<file path="config.mk">
export PLATFORM = sky130hd
export DESIGN_NAME = fifo_drain_ctrl
export DESIGN_NICKNAME = d
export VERILOG_FILES = /design/src/rtl/shared_pkg.sv /design/src/rtl/drain_skid_buf.sv /design/src/rtl/fifo_drain_ctrl.sv
export SDC_FILE = /design/constraint.sdc
export NUM_CORES = 1
export LEC_CHECK = 0
export ABC_AREA = 0
export CAP_MARGIN = 20
export CORE_MARGIN = 8
export CORE_UTILIZATION = 45
export DETAILED_ROUTE_END_ITERATION = 7
export PLACE_DENSITY = 0.79
export RECOVER_POWER = 25
export SLEW_MARGIN = 20
export SYNTH_ARGS = -nofsm -noshare
export SYNTH_HDL_FRONTEND = slang
export SYNTH_SLANG_ARGS = --single-unit
</file>
<file path="constraint.sdc">
create_clock -name clk -period 2.65 [get_ports clk]
set_clock_uncertainty 0.1 [all_clocks]
set_input_delay 0.3975 -clock clk [delete_from_list [all_inputs] [get_ports clk]]
set_output_delay 0.3975 -clock clk [all_outputs]
set_load 0.02 [all_outputs]
</file>
<file path="src/rtl/shared_pkg.sv">
// Shared types for the FIFO drain controller: FSM states, skid entry layout
// and skid sizing constants.
package shared_pkg;

    typedef enum logic [1:0] {
        IDLE  = 2'd0,
        READ  = 2'd1,
        DRAIN = 2'd2
    } drain_state_e;

    localparam int SKID_DEPTH = 2;
    localparam int SKID_PTR_W = $clog2(SKID_DEPTH);
    localparam int SKID_CNT_W = $clog2(SKID_DEPTH + 1);

    // Skid entry at the default 16-bit word width; the skid module builds the
    // same {data, last} layout at its own configured width.
    typedef struct packed {
        logic [15:0] data;
        logic        last;
    } skid_entry_t;

endpackage

</file>
<file path="src/rtl/drain_skid_buf.sv">
// Two-entry skid buffer of {data, last} words. Absorbs the FIFO read latency
// so the drain controller never loses or duplicates a word under backpressure.
// tag_tail_i marks the most recently written entry as the end of its burst.
module drain_skid_buf
    import shared_pkg::*;
#(
    parameter int W = 16
) (
    input  logic                  clk,
    input  logic                  rst_n,
    input  logic                  push_i,
    input  logic [W-1:0]          push_data_i,
    input  logic                  push_last_i,
    input  logic                  pop_i,
    input  logic                  tag_tail_i,
    output logic [W-1:0]          head_data_o,
    output logic                  head_last_o,
    output logic [SKID_CNT_W-1:0] cnt_o
);

    typedef struct packed {
        logic [W-1:0] data;
        logic         last;
    } entry_t;

    entry_t                mem_q [SKID_DEPTH];
    entry_t                mem_d [SKID_DEPTH];
    logic [SKID_PTR_W-1:0] wr_ptr_q, wr_ptr_d;
    logic [SKID_PTR_W-1:0] rd_ptr_q, rd_ptr_d;
    logic [SKID_CNT_W-1:0] cnt_q, cnt_d;

    // Next-state for storage, pointers and occupancy; push+pop keeps the count.
    always_comb begin
        mem_d    = mem_q;
        wr_ptr_d = wr_ptr_q;
        rd_ptr_d = rd_ptr_q;
        cnt_d    = cnt_q;
        if (tag_tail_i) begin
            mem_d[wr_ptr_q - 1'b1].last = 1'b1;
        end
        if (push_i) begin
            mem_d[wr_ptr_q] = '{data: push_data_i, last: push_last_i};
            wr_ptr_d        = wr_ptr_q + 1'b1;
        end
        if (pop_i) begin
            rd_ptr_d = rd_ptr_q + 1'b1;
        end
        case ({push_i, pop_i})
            2'b10:   cnt_d = cnt_q + 1'b1;
            2'b01:   cnt_d = cnt_q - 1'b1;
            default: cnt_d = cnt_q;
        endcase
    end

    // Register storage and pointers; reset empties the skid and zeroes the head.
    always_ff @(posedge clk or negedge rst_n) begin
        if (!rst_n) begin
            for (int i = 0; i < SKID_DEPTH; i++) begin
                mem_q[i] <= '0;
            end
            wr_ptr_q <= '0;
            rd_ptr_q <= '0;
            cnt_q    <= '0;
        end else begin
            mem_q    <= mem_d;
            wr_ptr_q <= wr_ptr_d;
            rd_ptr_q <= rd_ptr_d;
            cnt_q    <= cnt_d;
        end
    end

    assign head_data_o = mem_q[rd_ptr_q].data;
    assign head_last_o = mem_q[rd_ptr_q].last;
    assign cnt_o       = cnt_q;

    // The read credit in the controller guarantees a full skid is never written
    // unless the head leaves on the same edge.
    a_no_overflow : assert property (@(posedge clk) disable iff (!rst_n)
        !(push_i && !pop_i && (cnt_q == SKID_CNT_W'(SKID_DEPTH))));

endmodule

</file>
<file path="src/rtl/fifo_drain_ctrl.sv">
// Read-side drain controller for the synchronous FIFO. Pulls bursts of up to
// BURST_LEN words and presents them as a valid/ready stream framed by m_last.
// Optional macro DRAIN_TIMEOUT_EN: when defined, a FIFO left non-empty for
// TIMEOUT idle cycles starts a partial burst; when undefined, bursts start
// only on fifo_almostfull or flush.
module fifo_drain_ctrl
    import shared_pkg::*;
#(
    parameter int FIFO_WIDTH = 16,
    parameter int BURST_LEN  = 4,
    parameter int TIMEOUT    = 16
) (
    input  logic                  clk,
    input  logic                  rst_n,
    input  logic [FIFO_WIDTH-1:0] fifo_dout,
    input  logic                  fifo_empty,
    input  logic                  fifo_almostempty,
    input  logic                  fifo_almostfull,
    input  logic                  fifo_underflow,
    output logic                  fifo_rd_en,
    input  logic                  flush,
    output logic [FIFO_WIDTH-1:0] m_data,
    output logic                  m_valid,
    input  logic                  m_ready,
    output logic                  m_last,
    output logic                  busy,
    output logic                  underflow_err
);

    if (BURST_LEN < 2 || BURST_LEN > 255) begin : g_bad_burst_len
        $error("fifo_drain_ctrl: BURST_LEN must be 2..255");
    end
    if (TIMEOUT < 1 || TIMEOUT > 255) begin : g_bad_timeout
        $error("fifo_drain_ctrl: TIMEOUT must be 1..255");
    end

    drain_state_e          state_q, state_d;
    logic [7:0]            rd_cnt_q, rd_cnt_d;
    logic                  inflight_q, inflight_d;
    logic                  inflight_last_q, inflight_last_d;
    logic                  underflow_err_q, underflow_err_d;
    logic [SKID_CNT_W-1:0] skid_cnt;
    logic [SKID_CNT_W:0]   occ;
    logic                  head_last;
    logic                  pop;
    logic                  rd_tag_last;
    logic                  retag_inflight;
    logic                  tag_tail;
    logic                  tmo_expire;

`ifdef DRAIN_TIMEOUT_EN
    logic [7:0] tmo_cnt_q, tmo_cnt_d;

    // Count idle cycles with data waiting; anything else clears the count.
    always_comb begin
        tmo_cnt_d = 8'd0;
        if (state_q == IDLE && !fifo_empty) begin
            tmo_cnt_d = tmo_cnt_q + 8'd1;
        end
    end

    // Register the idle-with-data cycle count.
    always_ff @(posedge clk or negedge rst_n) begin
        if (!rst_n) begin
            tmo_cnt_q <= 8'd0;
        end else begin
            tmo_cnt_q <= tmo_cnt_d;
        end
    end

    assign tmo_expire = (state_q == IDLE) && !fifo_empty && (tmo_cnt_q == 8'(TIMEOUT - 1));
`else
    assign tmo_expire = 1'b0;
`endif

    // Read credit, burst tagging and FSM next-state. The credit subtracts a word
    // leaving the skid this cycle so a steady m_ready sustains one read per cycle
    // while a stalled stream still caps skid plus in-flight words at two.
    always_comb begin
        pop             = m_valid && m_ready;
        occ             = {1'b0, skid_cnt} + {{SKID_CNT_W{1'b0}}, inflight_q}
                          - {{SKID_CNT_W{1'b0}}, pop};
        fifo_rd_en      = (state_q == READ) && !fifo_empty && (occ < 3'd2);
        rd_tag_last     = fifo_rd_en &&
                          ((({1'b0, rd_cnt_q} + 9'd1) == 9'(BURST_LEN)) || fifo_almostempty);
        state_d         = state_q;
        rd_cnt_d        = rd_cnt_q;
        inflight_d      = fifo_rd_en;
        inflight_last_d = rd_tag_last;
        retag_inflight  = 1'b0;
        tag_tail        = 1'b0;
        underflow_err_d = underflow_err_q | fifo_underflow;
        case (state_q)
            IDLE: begin
                if (!fifo_empty && (fifo_almostfull || flush || tmo_expire)) begin
                    state_d  = READ;
                    rd_cnt_d = 8'd0;
                end
            end
            READ: begin
                if (fifo_rd_en) begin
                    rd_cnt_d = rd_cnt_q + 8'd1;
                    if (rd_tag_last) begin
                        state_d = DRAIN;
                    end
                end else if (fifo_empty && rd_cnt_q != 8'd0) begin
                    // FIFO ran dry mid-burst: the newest fetched word closes it.
                    if (inflight_q) begin
                        retag_inflight = 1'b1;
                        state_d        = DRAIN;
                    end else if (skid_cnt > {{(SKID_CNT_W-1){1'b0}}, pop}) begin
                        tag_tail = 1'b1;
                        state_d  = DRAIN;
                    end else begin
                        state_d = IDLE;
                    end
                end
            end
            DRAIN: begin
                if (pop && m_last) begin
                    state_d = IDLE;
                end
            end
            default: state_d = IDLE;
        endcase
    end

    // FSM and read-tracking registers; reset drops any read still in flight.
    always_ff @(posedge clk or negedge rst_n) begin
        if (!rst_n) begin
            state_q         <= IDLE;
            rd_cnt_q        <= 8'd0;
            inflight_q      <= 1'b0;
            inflight_last_q <= 1'b0;
            underflow_err_q <= 1'b0;
        end else begin
            state_q         <= state_d;
            rd_cnt_q        <= rd_cnt_d;
            inflight_q      <= inflight_d;
            inflight_last_q <= inflight_last_d;
            underflow_err_q <= underflow_err_d;
        end
    end

    drain_skid_buf #(
        .W (FIFO_WIDTH)
    ) u_skid (
        .clk         (clk),
        .rst_n       (rst_n),
        .push_i      (inflight_q),
        .push_data_i (fifo_dout),
        .push_last_i (inflight_last_q | retag_inflight),
        .pop_i       (pop),
        .tag_tail_i  (tag_tail),
        .head_data_o (m_data),
        .head_last_o (head_last),
        .cnt_o       (skid_cnt)
    );

    assign m_valid       = (skid_cnt != '0);
    assign m_last        = m_valid && head_last;
    assign busy          = (state_q != IDLE);
    assign underflow_err = underflow_err_q;

endmodule

</file>
After elaboration in Yosys (flattened, before gate mapping)
Index checks and enable logic that the tools add are counted.

storage, ports and cells
  bits in registers = 51
  bits in latches = 0
  bits in writable memories = 0
  ROM bits = 0
  input bits = 24
  output and inout port bits = 21
  word-level logic and storage cells = 96
  memories = 0

cells by class
  add/subtract/negate cells = 9
  multiply operators = 0
  divide/modulo/power cells = 0
  magnitude comparators = 7
  eq/ne operators = 10
  shifts and indexed selects = 0
  muxes and demuxes = 32
  bitwise gates (word level) = 5
  reductions and logical operators = 21

operators with widths
  operator                                                    count
  bitwise mux 34 bit                                          2
  2-to-1 mux 17 bit                                           4
  2-to-1 mux 34 bit                                           2
  demux 17 bit (select 1 bit)                                 2
  2-to-1 mux 8 bit                                            2
  one-hot mux 8 bit (2 select lines)                          1
  2-to-1 mux 2 bit                                            7
  logical AND 1 bit                                           10
  2-to-1 mux 1 bit                                            10
  adder 8 x 1 -> 9 bit, second input constant                 1
  == test 9 x 3 -> 1 bit, second input constant               1
  adder 8 x 1 -> 8 bit, second input constant                 1
  nonzero test 2 bit                                          4
  nonzero test 8 bit                                          1
  greater-or-equal comparator 2 bit, second input constant    3
  inequality test 2 bit, second input constant                3
  NOT 1 -> 2 bit                                              3
  one-hot mux 2 bit (3 select lines)                          1
  == test 2 x 1 -> 1 bit, second input constant               2
  == test 2 bit, second input constant                        2
  less-than comparator 2 x 1 -> 1 bit, second input constant  2
  one-hot mux 2 bit (2 select lines)                          1
  AND reduction 4 bit                                         1
  adder 2 x 1 -> 3 bit                                        1
  other kinds (14)                                            17

Logic depth before layout (Yosys ltp)
  depth after elaboration = 11
  mapped depth = 10
  depth with buffers taken out = 8

By module
A second synthesis with hierarchy kept.

second synthesis, totals
  cells, all modules = 194
  area total of the unflattened synthesis = 2,516.2 sq um

by module, submodules not included
  module           times used  cells an instance  area an instance (sq um)
  drain_skid_buf   1           110                1,675.4
  fifo_drain_ctrl  1           84                 840.8

Worst setup path after synthesis
Ideal clock, no wire load.

  path type = reg2reg
  start = register u_skid.cnt_q[1] (netlist: u_skid.cnt_o[1])
  end = register rd_cnt_q[7]
  arrival time = 2.270 ns
  setup slack = 0.162 ns
  cell stages (with the launch flop) = 10
  path buffers = 1
  period minus slack after synthesis = 2.488 ns
  path through = dfrtp_1 > buf_6 > inv_1 > nor2_1 > o21ai_0 > fa_1 > xor2_2 > nor3_4 > mux2_2 > a21o_1

between the ends
  word-level cells in the longest chain between the ends = 7

RTL lines
  item                                                                          line                    text
  start: declaration                                                            drain_skid_buf.sv:30    logic [SKID_CNT_W-1:0] cnt_q, cnt_d;
  start signal: assignment                                                      drain_skid_buf.sv:68    cnt_q <= cnt_d;
  parallel branches: the longest is 2 deep, another holds adder 2 x 1 -> 3 bit  n/a
  subtractor 3 x 1 -> 3 bit (*)                                                 fifo_drain_ctrl.sv:82   - {{SKID_CNT_W{1'b0}}, pop};
  less-than comparator 3 x 2 -> 1 bit (*)                                       fifo_drain_ctrl.sv:83   fifo_rd_en = (state_q == READ) && !fifo_empty && (occ < 3'd2);
  logical AND 1 bit (*)                                                         fifo_drain_ctrl.sv:83
  inequality test 2 bit (no source line) (*)                                    n/a
  AND reduction 3 bit (no source line) (*)                                      n/a
  end signal: assignment                                                        fifo_drain_ctrl.sv:138  rd_cnt_q <= rd_cnt_d;
  end: declaration                                                              fifo_drain_ctrl.sv:38   logic [7:0] rd_cnt_q, rd_cnt_d;

Mark *: on every way between the ends.
A chain may end at the register's enable or synchronous reset.

Worst setup path in the final report
  start = register u_skid.cnt_q[0] (netlist: u_skid.cnt_o[0])
  end = output fifo_rd_en

between the ends
  word-level cells in the longest chain between the ends = 5

RTL lines
  item                                                                          line                   text
  parallel branches: the longest is 2 deep, another holds adder 2 x 1 -> 3 bit  n/a
  subtractor 3 x 1 -> 3 bit (*)                                                 fifo_drain_ctrl.sv:82
  less-than comparator 3 x 2 -> 1 bit (*)                                       fifo_drain_ctrl.sv:83
  logical AND 1 bit (*)                                                         fifo_drain_ctrl.sv:83
  end: declaration                                                              fifo_drain_ctrl.sv:20  output logic fifo_rd_en,

Marked as above.

==> tab_implementation.tex <==
\begin{tabular}{lr}
\hline
Metric & Value \\
\hline
\multicolumn{2}{l}{\textbf{Outcome}} \\
\quad Outcome & completed \\
\multicolumn{2}{l}{\textbf{Synthesis}} \\
\quad Most instantiated library cell after synthesis & mux2\_2 \\
\quad Syn\_area\_per\_cell & around 13 um\^{}2 \\
\quad Top cells by area, synth & dfrtp\_1 (50\%), mux2\_2 (23\%), mux2i\_1 (2.7\%), ha\_1 (1.5\%), nor2\_1 (1.5\%) \\
\quad Post-synth EDFFs & 0 \\
\quad Number of instances in the synthesized netlist & approximately 200 \\
\quad Synthesis Warnings & 0 \\
\quad Top post-synthesis cells by count & mux2\_2 (52), dfrtp\_1 (51), nor2\_1 (10) \\
\quad Post-synthesis instance area & $\sim$2600 um\^{}2 \\
\quad Number of distinct library cells after synthesis & 42 \\
\quad Area share of the largest cell type after synthesis & 0.500 \\
\quad Dominant synthesized flop cell & dfrtp\_1 \\
\quad Biggest area consumer among synthesized cells & dfrtp\_1 \\
\quad Syn nets & 229 \\
\quad Sequential area share after synthesis & 0.500 \\
\quad Number of register bits inferred by synthesis & 51 \\
\quad Fraction of registers with async set/reset & 1.00 \\
\multicolumn{2}{l}{\textbf{Flow run}} \\
\quad Max capacitance violation total & 0 \\
\multicolumn{2}{l}{\textbf{Clocking}} \\
\quad CTS Hold Buffers Added & 0 \\
\quad CTS Buf Count & 5 \\
\quad Clock latency of the later-clocked register in the worst-skew pair & about 0.30 ns \\
\quad Number of clock sinks seen by CTS & a little over 50 \\
\quad Clock-pin slew of the registers on the worst-case setup and hold paths & 0.09 ns \\
\quad CTS Buffer Depth & 2 \\
\quad CTS tree & built \\
\quad CTS H-tree depth & 2 \\
\quad Root buffer cell & clkbuf\_8 \\
\multicolumn{2}{l}{\textbf{STA}} \\
\quad Relative slew slack & 0.193 \\
\quad Unrepaired setup endpoints after global routing & no \\
\quad Final number of max-transition violations & 0 \\
\quad Final hold slack & about 0.32 ns \\
\quad Final setup fails & 0 \\
\quad Number of failing hold endpoints at the final stage & 0 \\
\quad Tightest Pin Transition & around 1.2 ns \\
\quad Accumulated negative setup slack & 0 ns \\
\quad Tmin final & around 2.5 ns \\
\quad Fin worst setup slack & 0.138 ns \\
\quad Post-route fraction of the period consumed by the critical path & 0.948 \\
\quad Highest Clock Rate & $\sim$400 MHz \\
\multicolumn{2}{l}{\textbf{Critical path}} \\
\quad Maximum net fanout on the critical path & 2 \\
\quad Endpoint required time on the critical path & about 2.2 ns \\
\quad Worst path arrival time & approximately 2 ns \\
\quad Setup slack of the worst register-to-register path & around 0.19 ns \\
\quad Element type at the critical path end & primary output \\
\quad Type of origin of the critical path & flip-flop \\
\quad Worst R2R Path Depth & 9 \\
\quad Kind of critical path & reg -> out \\
\quad Capture point of the worst reg-to-reg path & rd\_cnt\_q[7] \\
\quad RR Startpoint & u\_skid.cnt\_o[0] \\
\multicolumn{2}{l}{\textbf{Layout}} \\
\quad Number of nets in the final layout & $\sim$290 \\
\quad Count of inserted antenna diode cells & 0 \\
\quad Synthesis-to-finish area growth & 27.9\% \\
\quad Area of all placed cells without fillers & $\sim$3300 um\^{}2 \\
\quad Post-route insts no fill & between 300 and 400 \\
\quad Fraction of layout cells with a size suffix above 1 & 0.346 \\
\multicolumn{2}{l}{\textbf{Place}} \\
\quad Cell count after placement & roughly 320 \\
\quad Placed instance area & 3110 um\^{}2 \\
\quad Post-DP HPWL & $\sim$3.6 mm \\
\quad GP Congestion & 0.799 \\
\quad Worst setup slack before clock tree synthesis & -0.511 ns \\
\quad Port Buffer Count & 44 \\
\multicolumn{2}{l}{\textbf{Routing}} \\
\quad Routed WL per cell & 15.1 um \\
\quad First-pass DRT Iterations & 4 \\
\quad Drc violations & 0 \\
\quad Vias after detailed routing & 1743 \\
\quad Remaining number of nets flagged by the antenna check after routing & 0 \\
\quad Number of DRC markers in iteration 0 & between 70 and 80 \\
\quad Total wirelength of the detailed-routed design & about 5.0 mm \\
\quad Avg Vias per Cell & $\sim$5.3 \\
\multicolumn{2}{l}{\textbf{GRT}} \\
\quad Overflow left after global routing & 0 \\
\quad Vias in the first global route & 1837 \\
\quad Global-route wire length before repair & just under 9 mm \\
\quad Pin count of the biggest net entering global routing & 52 \\
\quad Global routing usage summed across all routing layers & 0.126 \\
\quad Antenna violations before repair & 0 \\
\multicolumn{2}{l}{\textbf{Die}} \\
\quad Height of the die & 91.3 um \\
\quad \# IOs & 45 \\
\quad Starting utilization of the core area & 0.463 \\
\quad Die Span X & 91.3 um \\
\quad Die Area & approximately 8300 um\^{}2 \\
\quad Num rows & 27 \\
\quad Core area & around 5500 um\^{}2 \\
\multicolumn{2}{l}{\textbf{Pwr}} \\
\quad Max IR drop VDD & approximately 600 uV \\
\quad Switching power & approximately 1200 uW \\
\quad Pwr Density & roughly 1100 nW/um\^{}2 \\
\quad Clock network fraction of design power & 0.136 \\
\quad Switching Fraction & 0.343 \\
\quad Logic pwr share & 0.507 \\
\quad Internal Dissipation & roughly 2400 uW \\
\quad Leakage dissipation & between 0.001 and 0.0015 uW \\
\quad Sequential share of power & 0.358 \\
\multicolumn{2}{l}{\textbf{Hold path}} \\
\quad Kind of path behind the tightest hold check & in -> async \\
\hline
\end{tabular}
## repair_timing
item | CTS | global route
buffers inserted | 0 | 5
endpoints found under the setup margin | 2 | 4
pin swaps | 3 | 3
resized for setup | 12 | 0
## power groups by stage
stage          clock [uW]  combinational (uW)  sequential, uW
6_report              487                1820            1290
4_1_cts               506                1820            1280
5_1_grt               534                1960            1330
3_5_place_dp            0                1800            1300
3_3_place_gp            0                1770            1280
2_1_floorplan           0                1180            1240
## per-layer routing
metal  track usage  routed length (um)
met3        0.0379                 283
met2         0.192                2390
met5             0                   0
met1         0.162                2240
met4        0.0573                 109
## layout make-up
| cell class | count | area [um^2] |
|---|---|---|
| Clock buffer | 7 | 96.3 |
| Inverter | 6 | 22.5 |
| Timing Repair Buffer | 61 | 564 |
| Clock inverter | 1 | 7.51 |
| Multi-Input combinational cell | 134 | 1200 |
| Sequential cell | 51 | 1280 |
| Tap cell | 72 | 90.1 |
| Fill cell | 438 | 2240 |
## worst max-delay path: stages, from the launching register on
cell and delay, ns:
dfrtp_1 0.38, nand2b_1 0.17, nor2_2 0.11, o21ai_1 0.10, fa_2 0.57, nand2b_4 0.07, nor3_4 0.16, buf_6 0.15
## through the flow
stage / utilization / power (uW)
after detailed placement: 0.564 / 3100
after CTS: 0.586 / 3610
after floorplan: - / 2420
after global placement: 0.564 / 3050
after global routing: 0.592 / 3830
final: 0.592 / 3590
## registers in the layout (all words and copies together), names as in the netlist
register         flops
u_skid.mem_q        34
rd_cnt_q             8
state_q              2
u_skid.cnt_o         2
inflight_last_q      1
inflight_q           1
u_skid.rd_ptr_q      1
u_skid.wr_ptr_q      1
underflow_err        1
## logic make-up (layout without fill, tap and decap cells)
logic type	after synthesis	in the layout	share of synthesized area
AOI/OAI and AO/OA	18	18	0.0520
muxes	59	59	0.257
DFF	51	51	0.500
and+or+nand+nor	48	48	0.116
xor gates and xnor gates	5	5	0.0201
adders and majority gates	4	4	0.0226
buffers and inverters	16	75	0.0324
## worst max-delay path by stage
| stage | startpoint | end | slack [ns] | cells past startpoint |
|---|---|---|---|---|
| 2_1_floorplan | u_skid.cnt_o[1] | rd_cnt_q[7] | 0.16 | 9 |
| 3_3_place_gp | m_ready | fifo_rd_en | -0.48 | 8 |
| 3_5_place_dp | m_ready | fifo_rd_en | -0.51 | 8 |
| 4_1_cts | u_skid.cnt_o[0] | fifo_rd_en | 0.05 | 7 |
| 5_1_grt | u_skid.cnt_o[0] | fifo_rd_en | 0.01 | 7 |
| 6_report | u_skid.cnt_o[0] | fifo_rd_en | 0.14 | 7 |
## cell usage in the layout (no fill, tap or decap), types with 2 or more instances in the layout
| master | instances |
|---|---|
| nand3b_1 | 2 |
| ha_1 | 3 |
| o21ai_0 | 4 |
| clkbuf_8 | 7 |
| nand2b_1 | 3 |
| nor2b_1 | 5 |
| mux2i_1 | 7 |
| dfrtp_1 | 51 |
| nand4_1 | 2 |
| nand3_1 | 4 |
| mux2_2 | 52 |
| buf_4 | 15 |
| clkdlybuf4s50_1 | 41 |
| inv_1 | 6 |
| o21a_1 | 2 |
| nor3_1 | 2 |
| xnor2_1 | 3 |
| buf_6 | 2 |
| nor4_1 | 3 |
| and3_1 | 3 |
| nor2_1 | 9 |
| o32a_1 | 2 |
| nand2_1 | 5 |
Power figures use the tool's default switching activity.
